### src/rtl/prog_loader_pkg.sv
// Shared types and constants for the program loader.
// Word framing: low byte, then high byte carrying bit 8 and the last flag.
package prog_loader_pkg;
  localparam int D = 10;
  localparam int W = 9;
  localparam int LAST_BIT = 7;
  localparam int HI_DATA_BIT = 0;
  localparam logic [7:0] HI_RSVD = 8'h7E;

  typedef enum logic [2:0] {
    S_IDLE,
    S_LO,
    S_HI,
    S_WRITE,
    S_DONE,
    S_ERR
  } loader_state_t;
endpackage

### src/rtl/prog_loader_if.sv
// Byte stream in and instruction-memory write port out.
// master = host/memory side, slave = loader side.
interface prog_loader_if;
  import prog_loader_pkg::*;

  logic [7:0]   in_data;
  logic         in_valid;
  logic         in_ready;
  logic         wr_en;
  logic [D-1:0] wr_addr;
  logic [W-1:0] wr_data;

  modport master (
    output in_data, in_valid,
    input  in_ready, wr_en, wr_addr, wr_data
  );

  modport slave (
    input  in_data, in_valid,
    output in_ready, wr_en, wr_addr, wr_data
  );
endinterface

### src/rtl/prog_loader.sv
// Assembles byte pairs into 9-bit words and writes them to sequential
// instruction addresses, holding the core in reset until the image ends.
module prog_loader
  import prog_loader_pkg::*;
(
  input  logic         clk,
  input  logic         reset,
  input  logic         start,
  prog_loader_if.slave bus,
  output logic         core_reset,
  output logic         loaded,
  output logic         err,
  output logic [D:0]   word_count
);

  loader_state_t state, state_nxt;
  logic [D-1:0]  addr;
  logic [7:0]    lo;
  logic          hi_bit;
  logic          last;
  logic          hs;
  logic          rsvd_bad;
  logic          addr_max;

  assign hs       = bus.in_valid && bus.in_ready;
  assign rsvd_bad = (bus.in_data & HI_RSVD) != 8'h00;
  assign addr_max = addr == {D{1'b1}};

  // State register
  always_ff @(posedge clk or negedge reset) begin
    if (!reset) state <= S_IDLE;
    else        state <= state_nxt;
  end

  // Next-state logic
  always_comb begin
    state_nxt = state;
    unique case (state)
      S_IDLE, S_DONE, S_ERR:
        if (start) state_nxt = S_LO;
      S_LO:
        if (hs) state_nxt = S_HI;
      S_HI:
        if (hs) state_nxt = rsvd_bad ? S_ERR : S_WRITE;
      S_WRITE:
        if (last)          state_nxt = S_DONE;
        else if (addr_max) state_nxt = S_ERR;
        else               state_nxt = S_LO;
      default:
        state_nxt = S_IDLE;
    endcase
  end

  // Word assembly, address and count; a bad high byte is never stored
  always_ff @(posedge clk or negedge reset) begin
    if (!reset) begin
      addr       <= '0;
      lo         <= '0;
      hi_bit     <= 1'b0;
      last       <= 1'b0;
      word_count <= '0;
    end else begin
      unique case (state)
        S_IDLE, S_DONE, S_ERR:
          if (start) begin
            addr       <= '0;
            word_count <= '0;
          end
        S_LO:
          if (hs) lo <= bus.in_data;
        S_HI:
          if (hs && !rsvd_bad) begin
            hi_bit <= bus.in_data[HI_DATA_BIT];
            last   <= bus.in_data[LAST_BIT];
          end
        S_WRITE: begin
          word_count <= word_count + 1'b1;
          if (!last && !addr_max) addr <= addr + 1'b1;
        end
        default: ;
      endcase
    end
  end

  // Outputs decoded from registered state only
  always_comb begin
    bus.in_ready = 1'b0;
    bus.wr_en    = 1'b0;
    core_reset   = 1'b1;
    loaded       = 1'b0;
    err          = 1'b0;
    unique case (state)
      S_LO, S_HI: bus.in_ready = 1'b1;
      S_WRITE:    bus.wr_en    = 1'b1;
      S_DONE: begin
        core_reset = 1'b0;
        loaded     = 1'b1;
      end
      S_ERR:      err = 1'b1;
      default: ;
    endcase
  end

  assign bus.wr_addr = addr;
  assign bus.wr_data = {hi_bit, lo};

endmodule
### src/flat_wrapper.sv
// flat-port wrapper written by rule: the top's interface ports become plain ports
module prog_loader_flat import prog_loader_pkg::*;
  (clk, reset, start, core_reset, loaded, err, word_count, bus_in_data, bus_in_valid, bus_in_ready, bus_wr_en, bus_wr_addr, bus_wr_data);
  prog_loader_if bus_i ();
  input  logic clk;
  input  logic reset;
  input  logic start;
  output logic core_reset;
  output logic loaded;
  output logic err;
  output logic [D:0] word_count;
  input wire logic [$bits(bus_i.in_data)-1:0] bus_in_data;
  input wire logic [$bits(bus_i.in_valid)-1:0] bus_in_valid;
  output wire logic [$bits(bus_i.in_ready)-1:0] bus_in_ready;
  output wire logic [$bits(bus_i.wr_en)-1:0] bus_wr_en;
  output wire logic [$bits(bus_i.wr_addr)-1:0] bus_wr_addr;
  output wire logic [$bits(bus_i.wr_data)-1:0] bus_wr_data;
  assign bus_i.in_data = bus_in_data;
  assign bus_i.in_valid = bus_in_valid;
  assign bus_in_ready = bus_i.in_ready;
  assign bus_wr_en = bus_i.wr_en;
  assign bus_wr_addr = bus_i.wr_addr;
  assign bus_wr_data = bus_i.wr_data;
  prog_loader u_core (.clk(clk), .reset(reset), .start(start), .bus(bus_i), .core_reset(core_reset), .loaded(loaded), .err(err), .word_count(word_count));
endmodule
### config.mk
export PLATFORM = sky130hd
export DESIGN_NAME = prog_loader_flat
export DESIGN_NICKNAME = d
export VERILOG_FILES = /design/src/rtl/prog_loader_pkg.sv /design/src/rtl/prog_loader_if.sv /design/src/rtl/prog_loader.sv /design/src/flat_wrapper.sv
export SDC_FILE = /design/constraint.sdc
export NUM_CORES = 1
export LEC_CHECK = 0
export BUFFER_PORTS_ARGS = -buffer_cell sky130_fd_sc_hd__clkbuf_2
export CORE_MARGIN = 1.5
export CORE_UTILIZATION = 55
export CTS_CLUSTER_DIAMETER = 120
export DETAILED_ROUTE_END_ITERATION = 8
export GPL_ROUTABILITY_DRIVEN = 0
export PLACE_DENSITY = 0.83
export SYNTH_ARGS = -nofsm -noshare
export SYNTH_HDL_FRONTEND = slang
export SYNTH_SLANG_ARGS = --single-unit
export TNS_END_PERCENT = 30
### constraint.sdc
create_clock -name clk -period 2.77 [get_ports clk]
set_clock_uncertainty 0.05 [all_clocks]
set_input_delay 0.277 -clock clk [delete_from_list [all_inputs] [get_ports clk]]
set_output_delay 0.277 -clock clk [all_outputs]
set_load 0.05 [all_outputs]
* Word-level counts from Yosys, hierarchy flattened
Cells that the tools add are included.
** Storage, ports and cells
- Output and inout bits :: 35
- Input port bits :: 12
- Bits in registers :: 34
- Logic and storage cells :: 51
** Cells by class
- Reduce and logical (&&, ||, !) cells :: 16
- Equal/unequal tests :: 10
- Add/sub/neg operators :: 2
- Multiplexer cells :: 17
** Operators by type and width (count)
- case mux 11 bit (2 select lines) :: 1
- two-way mux 10 bit :: 2
- case mux 10 bit (2 select lines) :: 1
- two-way mux 3 bit :: 6
- case mux 3 bit (4 select lines) :: 1
- adder 11 x 1 -> 11 bit (second input constant) :: 1
- two-way mux 11 bit :: 1
- adder 10 x 1 -> 10 bit (second input constant) :: 1
- == test 10 bit (second input constant) :: 1
- nonzero test 8 bit :: 1
- == test 3 x 2 -> 1 bit (second input constant) :: 2
- == test 3 bit (second input constant) :: 2
- inequality test 2 x 1 -> 1 bit (second input constant) :: 3
- AND reduction 2 bit :: 3
- AND reduction 3 bit :: 2
- two-way mux 1 bit :: 5
- == test 3 x 1 -> 1 bit (second input constant) :: 1
- logical AND 1 bit :: 3
- logical NOT 1 bit :: 3
- logical NOT 3 bit :: 1
- OR reduction 3 bit :: 1
- inequality test 2 bit (second input constant) :: 1
- nonzero test 2 bit :: 1
- OR reduction 2 bit :: 1

* Depth between registers and ports, before layout
- Depth after elaboration :: 6
- Gate-level depth with buffers :: 7
- Depth with buffers taken out :: 5

* Worst setup path after synthesis
No wires, ideal clock.
- Kind :: register to register
- Start point :: register u_core.addr[0], in the netlist u_core.bus.wr_addr[0]
- End point :: register u_core.addr[4], in the netlist u_core.bus.wr_addr[4]
- Data required time :: 2.647 ns
- Cell stages (with the launch flop) :: 7
- Library setup time :: 0.073 ns
- Period minus slack after synthesis :: 2.027 ns
- Path buffers :: 1
- Data arrival time :: 1.904 ns
- Setup slack :: 0.743 ns
- Path through :: dfrtp_1 -> ha_1 -> nand3_2 -> o31ai_4 -> and2_4 -> buf_6 -> a2bb2oi_2
** On the way
- Word-level cells in the longest chain between the ends :: 5
- Elaborated cells on any way between the ends :: 8
- Those cells by class :: add/sub: 1; eq/ne: 2; mux: 2; reduce/logical: 3
** RTL lines
- start: declaration :: line prog_loader.sv:17 : logic [D-1:0] addr;
- start signal: assignment :: line prog_loader.sv:78 : if (!last && !addr_max) addr <= addr + 1'b1;
- parallel branches: the longest is 5 deep, another holds adder 10 x 1 -> 10 bit
Several ways; the timed one is not identified. The select of a mux whose other input is x is not followed.
A chain may end at the register's enable or synchronous reset.

* Worst setup path after layout
- Start point :: register u_core.state[2]
- End point :: output port bus_wr_en
** On the way
- Word-level cells in the longest chain between the ends :: 2
** RTL lines
- start: declaration :: line prog_loader.sv:16 : loader_state_t state, state_nxt;
- start signal: assignment :: line prog_loader.sv:32 : else state <= state_nxt;
- == test 3 x 2 -> 1 bit :: line prog_loader.sv:92 : unique case (state)
- two-way mux 1 bit :: line prog_loader.sv:92
- end: declaration :: line flat_wrapper.sv:15 : output wire logic [$bits(bus_i.wr_en)-1:0] bus_wr_en;
Every way passes these cells.

==> flow_summary.yaml <==
cts:
  ctsResizeCount: 0
  cts.clk_slew.worst_paths_ns: 0.10
  cts_hold_buf: 1
  worstSkewPairLatency_ns: 0.34
  cts-htree-levels: 2
  cts-buffers-inserted: 5
  cts-root-buf: "clkbuf_4"
  cts_tree: "yes"
  clk_path_buf_depth: 2
  clock_sinks: 34
  post_cts_buffers: 0
worst_setup_path:
  slowest_stage: "dfrtp_1"
  end_kind: "output port"
  rr_startpoint: "u_core.state[2]"
  critPathArrivalTime_ns: 1.88
  crit_start: "u_core.state[2]"
  r2r_cells: 5
  cp_cell_sequence: "nand3b_1 > clkinv_1 > clkbuf_2"
  crit_required_ns: 2.44
  crit_end: "bus_wr_en"
  rr_endpoint: "u_core.word_count[8]"
  worstSetupPathDepth: 3
  path_buf_inv: 2
  critPathTopFamily: "buffers and inverters"
  startpoint_type: "register"
  cpPeakStageDelay_ns: 0.50
  rrSetupSlack_ns: 0.84
  cp_max_fo: 11
  crit_type: "reg2out"
sta:
  setup_viol: 0
  grt_setup_unrepaired: "no"
  drv_slew: 0
  finalHoldWorstSlack_ns: 0.129
  period_minus_slack_ns: 2.21
  min_period_over_period_pct: 79.8
  fmax_mhz: 453
  setup_tns_ns: 0
  finalHoldViolCount: 0
  worst_pin_slew_ns: 0.817
  relSlewSlack_pct: 45.5
  setup_slack_ns: 0.561
logic_synthesis:
  synthCells: 173
  synth_flop_cell: "dfrtp_1"
  synth_xor_area_share_pct: 0
  synth_nets: 187
  synth_area_per_cell_um2: 10.2
  yosysSeqAreaShare_pct: 48.0
  mappedNetlistArea_um2: 1770
  synth_top_area_cell: "dfrtp_1"
  synth_top_cell_area_share_pct: 48.0
  yosys.cell_types.count: 47
  synth_top_cells_by_area: "dfrtp_1 (48%), mux2_2 (6.4%), o21ai_0 (4.5%)"
  synth_simple_gate_area_share_pct: 22.7
  synthArstFlopShare_pct: 100
  yosysWarnings: 0
  synth_top_family_by_area: "simple AND/OR/NAND/NOR gates"
  ys_ff_latch: 34
  synthAdderAreaFrac_pct: 1.41
  synth_edf_count: 0
  synth_compound_area_share_pct: 18.2
  synth.mux.area_fraction_pct: 6.35
floorplan:
  die_h_um: 59.8
  start_util_pct: 58.1
  dieWidth_um: 59.8
  num_rows: 20
  boundaryPins: 47
  core-area_um2: 3050
  dieArea_um2: 3570
global_routing:
  grt_pass1_vias: 1379
  grt_pass1_wl_um: 6090
  antenna_found_initial: 0
  grt_usage_pct: 22.6
  grt_max_degree: 35
  grt_overflow: 0
final_layout:
  fin_cells: 267
  n_antenna_cell: 0
  drive_above_1_share_pct: 32.7
  seq_area_um2: 851
  final_area_um2: 2090
  finish.utilization_pct: 68.5
  multi_input_area_um2: 862
  fin_nets: 236
  fill_cells: 261
  area_growth_syn_to_layout_pct: 17.9
place:
  postPlaceCellArea_um2: 2020
  dp_hpwl_um: 2620
  io_buffer_count: 46
  dp_cells: 258
  dp_slack_ns: 0.856
hold_path:
  hold_path.class: "in2reg"
detailed_routing:
  drt-total-wl_um: 3570
  post-route-drc-count: 0
  wl_per_cell_um: 13.4
  via_per_inst: 5.73
  antenna_left: 0
  drt_iter0_drc: 92
  vias: 1529
  drtPass1Iterations: 4
power:
  peakVddDrop_v: 0.000884
  p_leak_nw: 1.02
  p_total_mw: 2.14
  power_density_nw_per_um2: 1020
flow_run:
  drv_cap: 0
run_status:
  status: "finished clean"
layout by cell type (no fill, tap or decap), drive strengths merged, types with 5 or more instances in the layout:
cell type and count:
clkbuf 53, dfrtp 34, o21ai 16, nand2 15
nand3 14, mux2 10, nor2 9, a21oi 6
inv 5, and3 5, a211o 5, o31ai 5
area by class of cell:
class,instances,share of cell area [%]
timing repair buffer,47,11.5
tap,44,2.63
clock inverter,1,0.239
inverter,6,1.08
multi-input combinational,128,41.2
clock buffer,7,2.63
sequential,34,40.7
sequential cells by signal, summed over array words and instances (netlist names):
signal,flops
u_core.word_count,11
u_core.bus.wr_addr,10
u_core.lo,8
u_core.last,1
u_core.state,3
u_core.hi_bit,1
routing by layer:
metal  global-route usage [%]  part of all wire (%)
met5                        0                     0
met4                     6.67                  0.90
met3                     6.93                   6.7
met2                     34.3                    48
met1                     31.1                    45
cells in the mapped netlist (2+ instances only):
library cell,count
a21oi_1,5
a211o_1,5
nand4_1,3
buf_4,3
dfrtp_1,34
nand2_1,14
o211ai_1,4
nand3_1,13
or2b_1,2
and3_1,5
nor3_1,3
o21ai_0,16
inv_1,5
nor2_1,8
nand2b_1,4
ha_1,2
or3_1,4
nor3b_1,2
o31ai_1,4
mux2_2,10
worst min path at each step:
stage | startpoint | to | slack [ns] | depth (start not counted)
2_1_floorplan | reset | u_core.bus.wr_addr[0] | -0.07 | 0
3_3_place_gp | reset | u_core.word_count[4] | 0.35 | 1
3_5_place_dp | reset | u_core.word_count[6] | 0.37 | 1
4_1_cts | bus_in_data[5] | u_core.lo[5] | 0.13 | 2
5_1_grt | bus_in_data[7] | u_core.last | 0.11 | 2
6_report | bus_in_data[5] | u_core.lo[5] | 0.13 | 2
kinds of logic after synthesis:
kind of cell,after synthesis
flip-flops,34
multiplexers,10
buffers and inverters,11
AND/OR/NAND/NOR,71
adder cells (fa/ha/maj),2
AO/OA/AOI/OAI,45
power breakdown:
group / total (mW) / switching [mW] / internal, mW
combinational: 1.09 / 0.779 / 0.315
clock: 0.287 / 0.164 / 0.123
sequential: 0.762 / 0.143 / 0.620
(Power assumes the default switching activity.)
